$ cat config.mk
export PLATFORM = sky130hd
export DESIGN_NAME = depthwise_conv_logic
export DESIGN_NICKNAME = d
export VERILOG_FILES = /design/src/rtl/depthwise_conv_logic.sv
export SDC_FILE = /design/constraint.sdc
export NUM_CORES = 1
export LEC_CHECK = 0
export ABC_AREA = 1
export BUFFER_PORTS_ARGS = -buffer_cell sky130_fd_sc_hd__clkbuf_2
export CAP_MARGIN = 20
export CORE_ASPECT_RATIO = 1.5
export CORE_MARGIN = 2
export CORE_UTILIZATION = 55
export CTS_CLUSTER_SIZE = 40
export DETAILED_ROUTE_END_ITERATION = 8
export GPL_TIMING_DRIVEN = 0
export PLACE_DENSITY = 0.75
export SLEW_MARGIN = 20
export SYNTH_ARGS = -nofsm -noshare
export SYNTH_HDL_FRONTEND = slang
export SYNTH_SLANG_ARGS = --single-unit
$ cat constraint.sdc
create_clock -name clk -period 6.5 [get_ports clk]
set_input_delay 0.65 -clock clk [delete_from_list [all_inputs] [get_ports clk]]
set_output_delay 0.65 -clock clk [all_outputs]
set_load 0.05 [all_outputs]
$ cat src/rtl/depthwise_conv_logic.sv
`default_nettype none
// ============================================================================
//  Module   : depthwise_conv_logic
//  Purpose  : 3x3 depthwise convolution controller/datapath (stride 1, zero
//             padding 1). Reads int8 activations, per-channel kernels and
//             biases from 1-cycle-latency BRAMs, requantises each result
//             (arithmetic shift + int8 saturation) and writes the output map
//             in channel-major order.
//  Options  : define DWCONV_RELU_EN to clamp negative results to 0.
//  Revision : 1.0 - initial release
// ============================================================================
module depthwise_conv_logic #(
    parameter int CHANNELS     = 192,
    parameter int HEIGHT       = 28,
    parameter int WIDTH        = 32,
    parameter int DATA_WIDTH   = 8,
    parameter int BIAS_WIDTH   = 16,
    parameter int ACC_WIDTH    = 32,
    parameter int SHIFT        = 7,
    parameter int ADDR_WIDTH   = 18,
    parameter int W_ADDR_WIDTH = 11,
    parameter int B_ADDR_WIDTH = 8
) (
    input  logic                    clk,
    input  logic                    rst_n,
    input  logic                    start,
    output logic [ADDR_WIDTH-1:0]   in_bram_addr,
    input  logic [DATA_WIDTH-1:0]   in_bram_data,
    output logic [W_ADDR_WIDTH-1:0] w_bram_addr,
    input  logic [DATA_WIDTH-1:0]   w_bram_data,
    output logic [B_ADDR_WIDTH-1:0] bias_bram_addr,
    input  logic [BIAS_WIDTH-1:0]   bias_bram_data,
    output logic [ADDR_WIDTH-1:0]   out_bram_addr,
    output logic [DATA_WIDTH-1:0]   out_bram_data,
    output logic                    out_bram_we,
    output logic                    busy,
    output logic                    done
);

    localparam int CH_W  = $clog2(CHANNELS + 1);
    localparam int ROW_W = $clog2(HEIGHT + 1);
    localparam int COL_W = $clog2(WIDTH + 1);
    localparam int PLANE = HEIGHT * WIDTH;
    localparam int PROD_W = 2 * DATA_WIDTH;
    localparam logic signed [ACC_WIDTH-1:0] SAT_MAX = ACC_WIDTH'((1 <<< (DATA_WIDTH - 1)) - 1);
    localparam logic signed [ACC_WIDTH-1:0] SAT_MIN = ACC_WIDTH'(-(1 <<< (DATA_WIDTH - 1)));

    typedef enum logic [2:0] {
        S_IDLE      = 3'd0,
        S_BIAS_REQ  = 3'd1,
        S_BIAS_WAIT = 3'd2,
        S_TAP       = 3'd3,
        S_DRAIN     = 3'd4,
        S_WRITE     = 3'd5
    } state_t;

    state_t                   state_q;
    logic [CH_W-1:0]          ch_q, ch_d;
    logic [ROW_W-1:0]         row_q, row_d;
    logic [COL_W-1:0]         col_q, col_d;
    logic [3:0]               tap_q, tap_d;
    logic [BIAS_WIDTH-1:0]    bias_q;
    logic signed [ACC_WIDTH-1:0] acc_q, acc_d;
    // Issue stage: describes the tap whose addresses are on the BRAM ports.
    logic                     issue_q, issue_first_q, tap_valid_q;
    // Accumulate stage: the same tap one cycle later, aligned with BRAM data.
    logic                     acc_en_q, acc_first_q, acc_valid_q;
    logic [ADDR_WIDTH-1:0]    in_addr_q, out_addr_q;
    logic [W_ADDR_WIDTH-1:0]  w_addr_q;
    logic [B_ADDR_WIDTH-1:0]  b_addr_q;
    logic [DATA_WIDTH-1:0]    out_data_q;
    logic                     out_we_q, busy_q, done_q;

    logic                     last_col, last_row, last_ch;
    int                       tap_row, tap_col;
    logic                     tap_inside;
    logic [ADDR_WIDTH-1:0]    in_addr_d;
    logic [W_ADDR_WIDTH-1:0]  w_addr_d;
    logic signed [PROD_W-1:0] prod;
    logic signed [ACC_WIDTH-1:0] prod_ext, bias_ext, acc_base, shifted;
    logic [DATA_WIDTH-1:0]    sat_val;

    assign last_col = (col_q == COL_W'(WIDTH - 1));
    assign last_row = (row_q == ROW_W'(HEIGHT - 1));
    assign last_ch  = (ch_q  == CH_W'(CHANNELS - 1));

    // Next pixel/tap position: cleared on start, tap stepped in TAP, pixel advanced in WRITE.
    always_comb begin
        ch_d  = ch_q;
        row_d = row_q;
        col_d = col_q;
        tap_d = tap_q;
        case (state_q)
            S_IDLE: begin
                if (start && !done_q) begin
                    ch_d  = '0;
                    row_d = '0;
                    col_d = '0;
                    tap_d = '0;
                end
            end
            S_BIAS_WAIT: tap_d = '0;
            S_TAP: begin
                if (tap_q != 4'd8) tap_d = tap_q + 4'd1;
            end
            S_WRITE: begin
                tap_d = '0;
                if (!last_col) begin
                    col_d = col_q + COL_W'(1);
                end else begin
                    col_d = '0;
                    if (!last_row) begin
                        row_d = row_q + ROW_W'(1);
                    end else begin
                        row_d = '0;
                        if (!last_ch) ch_d = ch_q + CH_W'(1);
                    end
                end
            end
            default: ;
        endcase
    end

    // Read addresses for the tap about to be issued; padded taps read address 0.
    always_comb begin
        tap_row    = int'(row_d) + int'(tap_d) / 3 - 1;
        tap_col    = int'(col_d) + int'(tap_d) % 3 - 1;
        tap_inside = (tap_row >= 0) && (tap_row < HEIGHT) && (tap_col >= 0) && (tap_col < WIDTH);
        in_addr_d  = tap_inside ? ADDR_WIDTH'(int'(ch_d) * PLANE + tap_row * WIDTH + tap_col) : '0;
        w_addr_d   = W_ADDR_WIDTH'(int'(ch_d) * 9 + int'(tap_d));
    end

    assign prod     = $signed(in_bram_data) * $signed(w_bram_data);
    assign prod_ext = {{(ACC_WIDTH - PROD_W){prod[PROD_W-1]}}, prod};
    assign bias_ext = {{(ACC_WIDTH - BIAS_WIDTH){bias_q[BIAS_WIDTH-1]}}, bias_q};

    // MAC: first tap of a pixel reloads from the bias, padded taps add nothing; then requantise.
    always_comb begin
        acc_base = acc_first_q ? bias_ext : acc_q;
        acc_d    = acc_en_q ? (acc_base + (acc_valid_q ? prod_ext : '0)) : acc_q;
        shifted  = acc_d >>> SHIFT;
        if (shifted > SAT_MAX)      sat_val = SAT_MAX[DATA_WIDTH-1:0];
        else if (shifted < SAT_MIN) sat_val = SAT_MIN[DATA_WIDTH-1:0];
        else                        sat_val = shifted[DATA_WIDTH-1:0];
`ifdef DWCONV_RELU_EN
        if (sat_val[DATA_WIDTH-1]) sat_val = '0;
`else
`endif
    end

    // Control FSM with registered BRAM addresses, write port and status flags.
    always_ff @(posedge clk) begin
        if (!rst_n) begin
            state_q       <= S_IDLE;
            ch_q          <= '0;
            row_q         <= '0;
            col_q         <= '0;
            tap_q         <= '0;
            bias_q        <= '0;
            acc_q         <= '0;
            issue_q       <= 1'b0;
            issue_first_q <= 1'b0;
            tap_valid_q   <= 1'b0;
            acc_en_q      <= 1'b0;
            acc_first_q   <= 1'b0;
            acc_valid_q   <= 1'b0;
            in_addr_q     <= '0;
            w_addr_q      <= '0;
            b_addr_q      <= '0;
            out_addr_q    <= '0;
            out_data_q    <= '0;
            out_we_q      <= 1'b0;
            busy_q        <= 1'b0;
            done_q        <= 1'b0;
        end else begin
            ch_q        <= ch_d;
            row_q       <= row_d;
            col_q       <= col_d;
            tap_q       <= tap_d;
            acc_q       <= acc_d;
            acc_en_q    <= issue_q;
            acc_first_q <= issue_first_q;
            acc_valid_q <= tap_valid_q;
            issue_q     <= 1'b0;
            out_we_q    <= 1'b0;
            done_q      <= 1'b0;
            case (state_q)
                S_IDLE: begin
                    if (start && !done_q) begin
                        state_q  <= S_BIAS_REQ;
                        busy_q   <= 1'b1;
                        b_addr_q <= B_ADDR_WIDTH'(ch_d);
                    end
                end
                S_BIAS_REQ: state_q <= S_BIAS_WAIT;
                S_BIAS_WAIT: begin
                    bias_q        <= bias_bram_data;
                    state_q       <= S_TAP;
                    in_addr_q     <= in_addr_d;
                    w_addr_q      <= w_addr_d;
                    tap_valid_q   <= tap_inside;
                    issue_q       <= 1'b1;
                    issue_first_q <= 1'b1;
                end
                S_TAP: begin
                    if (tap_q == 4'd8) begin
                        state_q <= S_DRAIN;
                    end else begin
                        in_addr_q     <= in_addr_d;
                        w_addr_q      <= w_addr_d;
                        tap_valid_q   <= tap_inside;
                        issue_q       <= 1'b1;
                        issue_first_q <= 1'b0;
                    end
                end
                S_DRAIN: begin
                    state_q    <= S_WRITE;
                    out_data_q <= sat_val;
                    out_addr_q <= ADDR_WIDTH'(int'(ch_q) * PLANE + int'(row_q) * WIDTH + int'(col_q));
                    out_we_q   <= 1'b1;
                end
                S_WRITE: begin
                    if (last_col && last_row && last_ch) begin
                        state_q <= S_IDLE;
                        busy_q  <= 1'b0;
                        done_q  <= 1'b1;
                    end else if (last_col && last_row) begin
                        state_q  <= S_BIAS_REQ;
                        b_addr_q <= B_ADDR_WIDTH'(ch_d);
                    end else begin
                        state_q       <= S_TAP;
                        in_addr_q     <= in_addr_d;
                        w_addr_q      <= w_addr_d;
                        tap_valid_q   <= tap_inside;
                        issue_q       <= 1'b1;
                        issue_first_q <= 1'b1;
                    end
                end
                default: state_q <= S_IDLE;
            endcase
        end
    end

    assign in_bram_addr   = in_addr_q;
    assign w_bram_addr    = w_addr_q;
    assign bias_bram_addr = b_addr_q;
    assign out_bram_addr  = out_addr_q;
    assign out_bram_data  = out_data_q;
    assign out_bram_we    = out_we_q;
    assign busy           = busy_q;
    assign done           = done_q;

endmodule
`default_nettype wire

==> impl_metrics.toml, run 1 <==
[final_layout]
drive_above_1_share_pct = 19.38
area_delta_synth_final_pct = 21.68
final_cells = 2838
fill_cells = 2331
n_antenna_cell = 0
multi_input_area_um2 = 12210
nets = 2781
final_area_um2 = 19110
seq_area_um2 = 2940
final_core_util_pct = 68.11

[sta]
relSlewSlack_pct = 23.67
max_freq_mhz = 146.4
period_needed_ns = 6.832
hold_violations = 0
finClkSkew_ns = 0.01473
fin_hold_ws_ns = 0.4219
grt_setup_unrepaired = "true"
maxSlewViolCount = 0
fin_crit_sh_pct = 105.1
setup_ws_ns = -0.3321
tightest_slew_ns = 1.133
setup_viol = 10

[pwr]
seqPwrFrac_pct = 22.4
switching_power_mw = 2.063
switching_share_pct = 44.70
ir_drop_uv = 347.6
internal_power_mw = 2.552
p_per_area_nw_per_um2 = 241.5
p_comb_share_pct = 56.3
p_clk_share_pct = 21.3
leakage_nw = 9.907

[synth]
ys_types = 48
syn_inst = 2299
yosysSeqAreaShare_pct = 18.61
synthAdderAreaFrac_pct = 25.38
synth_top_area_share_pct = 18.61
syn_area_per_cell_um2 = 6.832
synth_area_um2 = 15710
yosys-top-cells-count = "nand2_1 (429), inv_1 (405), nor2_1 (223)"
synth_ff_type = "dfxtp_1"
synth-xor-area-share_pct = 5.019
post-synth-top-count-cell = "nand2_1"
syn_nets = 2601
yosys.area.top_type = "dfxtp_1"
synth.area.mux_share_pct = 0.1275
yosysWarnings = 0
synth_edf_count = 0
ys_async_sr_fraction_pct = 0
synth_top_family_by_area = "adder cells"
synthSimpleGateAreaFrac_pct = 24.17
synthTopCellsByArea = "dfxtp_1 (19%), ha_1 (14%), fa_1 (11%)"
synth_compound_area_share_pct = 15.33
ys_ff_latch = 146

[setup_path]
path_class = "input pin to flop"
worstSetupEndpointType = "flop"
worstPathRequired_ns = 6.83
cp_slowest_stage_delay_ns = 0.55
critPathArrivalTime_ns = 7.16
critPathMaxFanout = 8
r2r-start = "state_q[0]"
start_kind = "input pin"
critPathSlowestCell = "fa_1"
startpoint = "w_bram_data[7]"
cpMostUsedCell = "fa_1"
ff2ff_setup_slack_ns = 0.12

[place]
gp_congestion = 0.9909
dp_hpwl_um = 38960
io_buffers = 84
placed_area_um2 = 16870
dp.cells = 2729

[drt]
viasPerCell = 5.635
wl_met1_um = 17540
top_layer = "met4"
dr_wl_met2_um = 26540
vias = 15991
drc = 0
route.met3.wl_um = 2282
dr.pass1.iters = 5
routedWlPerCell_um = 17.79
dr.first_iter.drc_count = 884
routed_wl_um = 50490
final_antenna_net_count = 0

[die]
fp.dieH_um = 211.0
die-area_um2 = 29950
die_x_um = 142.0
rows = 75
initial_core_util_pct = 55.98
io_pins = 101
core_um2 = 28060

[clock_network]
clkSinkCount = 146
cts-htree-levels = 4
ctsLongestPathBuffers = 2
cts_buffers = 17
cts.clk_slew.worst_paths_ns = 0.07
cts_tree = "built"
cts_root_buf = "clkbuf_16"
insertion_delay_ns = 0.45
holdBufCountCts = 0

[run_status]
status = "complete, but fails checks"
violations = "setup timing"

[global_routing]
antenna_found_initial = 0
grt_pass1_wl_um = 76870
track_usage_pct = 32.67
grt_max_degree = 18
grt-ovfl-total = 0
grt_pass1_vias = 15783

[worst_hold_path]
hold_class = "flop to flop"
min_from = "issue_q"

[flow_run]
drv_cap = 0
-- metrics by stage --
step	setup slack [ns]	setup TNS, ns	total power [mW]
6_report	-0.3321	-2.906	4.614
4_1_cts	-0.1311	-0.9283	4.223
3_3_place_gp	-1.117	-23.93	3.048
3_5_place_dp	-1.210	-26.05	3.104
5_1_grt	-0.6077	-6.681	4.913
2_1_floorplan	-0.003047	-0.02133	2.610
-- power groups by stage --
stage	clock network, mW	registers, mW	logic [mW]
3_5_place_dp	0	1.05	2.06
4_1_cts	0.986	1.03	2.21
5_1_grt	1.02	1.04	2.85
2_1_floorplan	0	1.17	1.44
6_report	0.982	1.03	2.60
3_3_place_gp	0	1.04	2.01
-- final cells by class --
cell class                 instances  share of cell area, %
clock buffer                      19                  2.370
sequential                       146                  15.39
timing repair buffer             161                  5.565
clock inverter                    13                 0.6678
tap                              346                  2.265
buffer                            58                  1.584
inverter                         415                  8.295
multi-input combinational       1680                  63.87
-- state kept, by name, indices dropped and copies added (netlist names), 3 cells and up --
register and flops:
bias_q 16, bias_bram_addr 8, ch_q 8, in_bram_addr 18, out_bram_addr 18, out_bram_data 8, state_q 3, acc_q 32
w_bram_addr 11, tap_q 4, row_q 5, col_q 6
-- critical path, delay by kind of cell --
kind	cells	cell delay [ns]
mux	1	0.22
buf+inv	10	0.92
xor+xnor	1	0.13
simple gates	12	1.55
fa+ha+maj	6	2.47
compound gates	9	1.19
-- timing repair --
| item | 4_1_cts | 5_1_grt |
|---|---|---|
| gates resized for setup | 117 | 161 |
| pin swaps | 79 | 99 |
| buffers inserted | 35 | 42 |
| setup endpoints to repair | 29 | 29 |
-- layer usage --
layer,vias to the layer above,GRT usage (%)
met3,217,3.922
met5,-,0
met1,7490,32.34
li1,7729,-
met4,0,20.86
met2,555,63.09
-- path summary, 6_finish.rpt --
path	to	cells past startpoint
setup / recovery	out_bram_data[2]	39
hold / removal	acc_en_q	2
setup reg to reg	in_bram_addr[17]	47
hold reg to reg	acc_en_q	2
-- layout by cell type, fill, tap and decap left out, types with 6 or more instances in the layout --
| master | n |
|---|---|
| a31oi_1 | 7 |
| xnor2_1 | 31 |
| dfxtp_1 | 140 |
| nand2_1 | 386 |
| nor2_1 | 205 |
| inv_2 | 26 |
| ha_4 | 32 |
| nand3_1 | 107 |
| o21a_1 | 6 |
| clkbuf_16 | 19 |
| ha_1 | 142 |
| inv_1 | 383 |
| o21ai_2 | 18 |
| ha_2 | 7 |
| a21oi_1 | 167 |
| nand3_2 | 10 |
| nor2_2 | 12 |
| o21bai_1 | 9 |
| fa_2 | 6 |
| xor2_1 | 53 |
| nand3b_1 | 7 |
| nor3_1 | 13 |
| nand2_4 | 12 |
| nand4_1 | 20 |
| clkbuf_4 | 6 |
| nor2_4 | 17 |
| o211ai_1 | 7 |
| a21oi_2 | 27 |
| o21ai_0 | 154 |
| clkbuf_1 | 36 |
| fa_1 | 80 |
| a21o_1 | 9 |
| o21ai_1 | 16 |
| or2_2 | 8 |
| nand2_2 | 41 |
| clkbuf_2 | 87 |
| buf_4 | 74 |
| nand3_4 | 8 |
-- logic make-up (layout without fill, tap and decap cells) --
kind of cell / Yosys count / after routing
and+or+nand+nor: 875 / 875
buffers and inverters: 473 / 666
AOI/OAI and AO/OA: 446 / 446
adders and majority gates: 267 / 267
DFF: 146 / 146
xor gates and xnor gates: 90 / 90
muxes: 2 / 2
Power figures use the tool's default switching activity.
==> run 2, diff against run 1 <==
clock period = 6.2 ns   (was 6.5 ns; I/O delays follow)
==> run 2 against run 1 <==
The flow still finishes with violations (setup timing). Routed wire length grew 0.87%. Clock skew shrank 0.0012 ns. Core utilization rose by 1.5 points. Critical path depth fell by 2. Flip-flop and latch count did not move. Register-to-register slack got worse by 0.21 ns. Total power grew 9.2%. Worst setup slack worse by 0.16 ns. First-iteration DRC count increased by 8.9%. Hold slack lost 0.0023 ns. Cell count increased by 0.60%. Largest power group unchanged.
==> impl_metrics.toml, run 2 (synthesis gave the netlist of run 1 again) <==
[drt]
routed_wl_um = 50930
vias = 16154
dr.first_iter.drc_count = 963
viasPerCell = 5.658
routedWlPerCell_um = 17.84
final_antenna_net_count = 0
dr_wl_met2_um = 27000
route.met3.wl_um = 2242
dr.pass1.iters = 7
wl_met1_um = 17150
top_layer = "met4"
drc = 0

[global_routing]
grt_pass1_vias = 16101
track_usage_pct = 32.78
grt-ovfl-total = 0
grt_pass1_wl_um = 77230
grt_max_degree = 17
antenna_found_initial = 0

[sta]
setup_viol = 10
grt_setup_unrepaired = "true"
period_needed_ns = 6.688
tightest_slew_ns = 1.018
maxSlewViolCount = 0
max_freq_mhz = 149.5
relSlewSlack_pct = 31.41
setup_ws_ns = -0.4878
finClkSkew_ns = 0.01357
fin_hold_ws_ns = 0.4196
fin_crit_sh_pct = 107.9
hold_violations = 0

[clock_network]
ctsLongestPathBuffers = 2
insertion_delay_ns = 0.45
cts_root_buf = "clkbuf_16"
cts.clk_slew.worst_paths_ns = 0.07
cts_buffers = 17
cts-htree-levels = 4
cts_tree = "built"
holdBufCountCts = 0
clkSinkCount = 146

[setup_path]
critPathMaxFanout = 8
critPathSlowestCell = "fa_1"
critPathArrivalTime_ns = 7.02
path_class = "input pin to flop"
start_kind = "input pin"
worstSetupEndpointType = "flop"
worstPathRequired_ns = 6.54
cp_slowest_stage_delay_ns = 0.58
ff2ff_setup_slack_ns = -0.09

[final_layout]
n_antenna_cell = 0
drive_above_1_share_pct = 21.48
largest_reg_flops = 32
fill_cells = 2229
area_delta_synth_final_pct = 24.38
nets = 2798
top_register = "acc_q"
final_common_cell = "nand2_1"
final_cells = 2855
layout_common_cells = "nand2_1 (380), inv_1 (377), nor2_1 (198)"

[die]
rows = 75
initial_core_util_pct = 55.98
die_x_um = 142.0
fp.dieH_um = 211.0
io_pins = 101
die-area_um2 = 29950
core_um2 = 28060

[place]
gp_congestion = 1.012
dp.cells = 2729
pre_cts_slack_ns = -1.401
io_buffers = 84
dp_hpwl_um = 38870

[pwr]
power_mw = 5.038
p_clk_share_pct = 20.8
leakage_nw = 10.10
switching_power_mw = 2.226
switching_share_pct = 44.18
p_per_area_nw_per_um2 = 257.9
seqPwrFrac_pct = 21.6
p_comb_share_pct = 57.6
ir_drop_uv = 264.1
internal_power_mw = 2.812

[flow_run]
drv_cap = 0

[worst_hold_path]
hold_class = "flop to flop"

[run_status]
violations = "setup timing"
status = "complete, but fails checks"
run 2: what timing repair did:
item | in CTS | in global routing
endpoints found under the setup margin | 36 | 40
pin swaps | 88 | 119
buffers inserted | 55 | 41
gates resized for setup | 150 | 177
cloned | 0 | 1
run 2: path summary, 6_finish.rpt:
path                       start                to  cells after the start
setup / recovery  w_bram_data[7]  out_bram_data[4]                     37
hold / removal           issue_q          acc_en_q                      2
hold reg to reg          issue_q          acc_en_q                      2
setup reg to reg      state_q[1]  in_bram_addr[17]                     47
run 2: cell type report:
cell class | count | area [um2] | share of cell area [%]
Buffer | 58 | 299.0 | 1.531
Clock buffer | 18 | 439.2 | 2.248
Clock inverter | 14 | 148.9 | 0.7622
Inverter | 415 | 1585 | 8.115
Multi-Input combinational cell | 1680 | 12450 | 63.74
Sequential cell | 146 | 2944 | 15.07
Tap cell | 346 | 432.9 | 2.216
Timing Repair Buffer | 178 | 1234 | 6.315
run 2: per-stage QoR:
stage	cell area, um2	TNS (ns)	utilization (%)
finish	19540	-4.054	69.62
floorplan	16030	-1.945	-
CTS	18490	-2.817	65.90
global placement	16880	-31.72	60.17
detailed placement	16880	-34.18	60.17
global route	19540	-10.26	69.62
run 2: power groups by stage:
| stage | logic, mW | registers [mW] | clock network, mW |
|---|---|---|---|
| floorplan | 1.51 | 1.23 | 0 |
| global placement | 2.10 | 1.10 | 0 |
| detailed placement | 2.14 | 1.10 | 0 |
| CTS | 2.44 | 1.08 | 1.05 |
| global route | 3.17 | 1.09 | 1.09 |
| finish | 2.90 | 1.09 | 1.05 |
run 2: critical path, delay by kind of cell:
family	cells	cell delay (ns)
AO/OA/AOI/OAI	7	0.96
buffers and inverters	8	0.54
AND/OR/NAND/NOR	15	1.94
XOR/XNOR	1	0.20
adder cells (fa/ha/maj)	6	2.74
run 2: layer usage:
metal  up-vias  track usage [%]
met5         -                0
met4         0            25.41
met1      7594            30.72
met3       239            3.809
li1       7751                -
met2       570            63.24
==> run 3, diff against run 2 <==
CORE_ASPECT_RATIO = not set   (was 1.5)
CTS_BUF_LIST = sky130_fd_sc_hd__clkbuf_16   (was not set)
==> run 3 against run 2 <==
The flow still finishes with violations (setup timing). Clock power barely moved. Global-route usage is 2.3 points lower. Count of clock-buffer cells in the layout is 1 lower. Hold slack gained 0.0069 ns. Highest routed layer unchanged.
==> impl_metrics.toml, run 3 (synthesis gave the netlist of run 1 again) <==
[place]
dp_hpwl_um = 35880
gp_congestion = 0.9386
pre_cts_slack_ns = -1.411
io_buffers = 84
placed_area_um2 = 16920
dp.cells = 2761

[run_status]
status = "complete, but fails checks"
violations = "setup timing"

[pwr]
power_mw = 5.090
ir_drop_uv = 320.5
p_per_area_nw_per_um2 = 259.4
leakage_nw = 10.14

[sta]
fin_hold_ws_ns = 0.4266
relSlewSlack_pct = 42.20
finClkSkew_ns = 0.01309
setup_ws_ns = -0.5257
max_freq_mhz = 148.7
tightest_slew_ns = 0.8579
setup_viol = 14
grt_setup_unrepaired = "true"
hold_violations = 0
fin_crit_sh_pct = 108.5
period_needed_ns = 6.726
maxSlewViolCount = 0
timing.setup.tns_ns = -4.915

[final_layout]
final_core_util_pct = 70.24
largest_reg_flops = 32
area_delta_synth_final_pct = 24.92
final_cells = 2898
top_register = "acc_q"
final_area_um2 = 19620
fill_cells = 2287
drive_above_1_share_pct = 21.79
layout_common_cells = "inv_1 (382), nand2_1 (373), nor2_1 (197)"
n_antenna_cell = 0
final_common_cell = "inv_1"
nets = 2809

[clock_network]
cts_tree = "built"
insertion_delay_ns = 0.44
holdBufCountCts = 0
cts_root_buf = "clkbuf_16"
cts.clk_slew.worst_paths_ns = 0.07
ctsLongestPathBuffers = 2
clkSinkCount = 146
cts-htree-levels = 4
cts_buffers = 17

[setup_path]
crit_buf_inv = 8
critPathArrivalTime_ns = 7.04
critPathSlowestCell = "fa_1"
start_kind = "input pin"
worstPathRequired_ns = 6.51
ff2ff_setup_slack_ns = -0.27
critPathMaxFanout = 7
cpLargestDelayFamily = "adder cells"
path_class = "input pin to flop"
cp_slowest_stage_delay_ns = 0.52
worstSetupEndpointType = "flop"

[drt]
routed_wl_um = 48980
drc = 0
routedWlPerCell_um = 16.90
dr.pass1.iters = 7
vias = 16282
viasPerCell = 5.618
dr.first_iter.drc_count = 1390
final_antenna_net_count = 0

[global_routing]
grt_pass1_vias = 15497
grt_pass1_wl_um = 75050
track_usage_pct = 30.53
grt_max_degree = 17
antenna_found_initial = 0
grt-ovfl-total = 0

[die]
die-area_um2 = 29920
core_um2 = 27930
rows = 61
fp.dieH_um = 173.0
die_x_um = 173.0
io_pins = 101
initial_core_util_pct = 56.23

[worst_hold_path]
hold_class = "flop to flop"

[flow_run]
drv_cap = 0
run 3: changes by cell type in the layout (fill, tap and decap cells not counted), sizes merged:
cell	delta
buf	+16
bufinv	+2
clkbuf	-6
clkinv	+1
clkinvlp	-1
inv	-1
run 3: tightest hold or removal path: cells and delay by family, from the launching register on:
kind                   cells  cell delay [ns]
buffers and inverters      1             0.03
flip-flops                 1             0.31
AND/OR/NAND/NOR            1             0.05
run 3: timing repair:
action | CTS | global route
gates cloned | 0 | 1
endpoints found under the setup margin | 38 | 45
setup buffers | 60 | 48
pin swaps | 93 | 111
endpoints found under the hold margin | 0 | 0
gates resized for setup | 131 | 211
run 3: final cells by class:
type	count	area, um2	share of cell area, %
clock buffer	17	425.4	2.168
sequential	146	2945	15.01
multi-input combinational	1680	12430	63.37
timing repair buffer	189	1301	6.632
tap	378	473.0	2.411
buffer	58	285.3	1.454
inverter	415	1588	8.093
clock inverter	15	168.9	0.8609
run 3: per-layer routing:
metal,vias to the layer above,routed length [um],part of all wire [%],global-route usage (%)
met5,-,0,0,0
met4,0,2564,5.2,14.19
met3,192,3165,6.5,4.573
met2,724,23570,48,53.48
met1,7580,19680,40,36.82
li1,7786,-,-,-
run 3: where the power goes:
part / total [mW] / internal, mW / switching (mW)
Combinational: 2.95 / 1.23 / 1.72
Sequential: 1.08 / 1.02 / 0.0542
Clock: 1.06 / 0.630 / 0.433
run 3: path summary, 6_finish.rpt:
check                  from                to  cells after the start
min           issue_first_q       acc_first_q                      2
min reg2reg   issue_first_q       acc_first_q                      2
max          w_bram_data[7]  out_bram_data[6]                     40
max reg2reg      state_q[0]  in_bram_addr[17]                     47
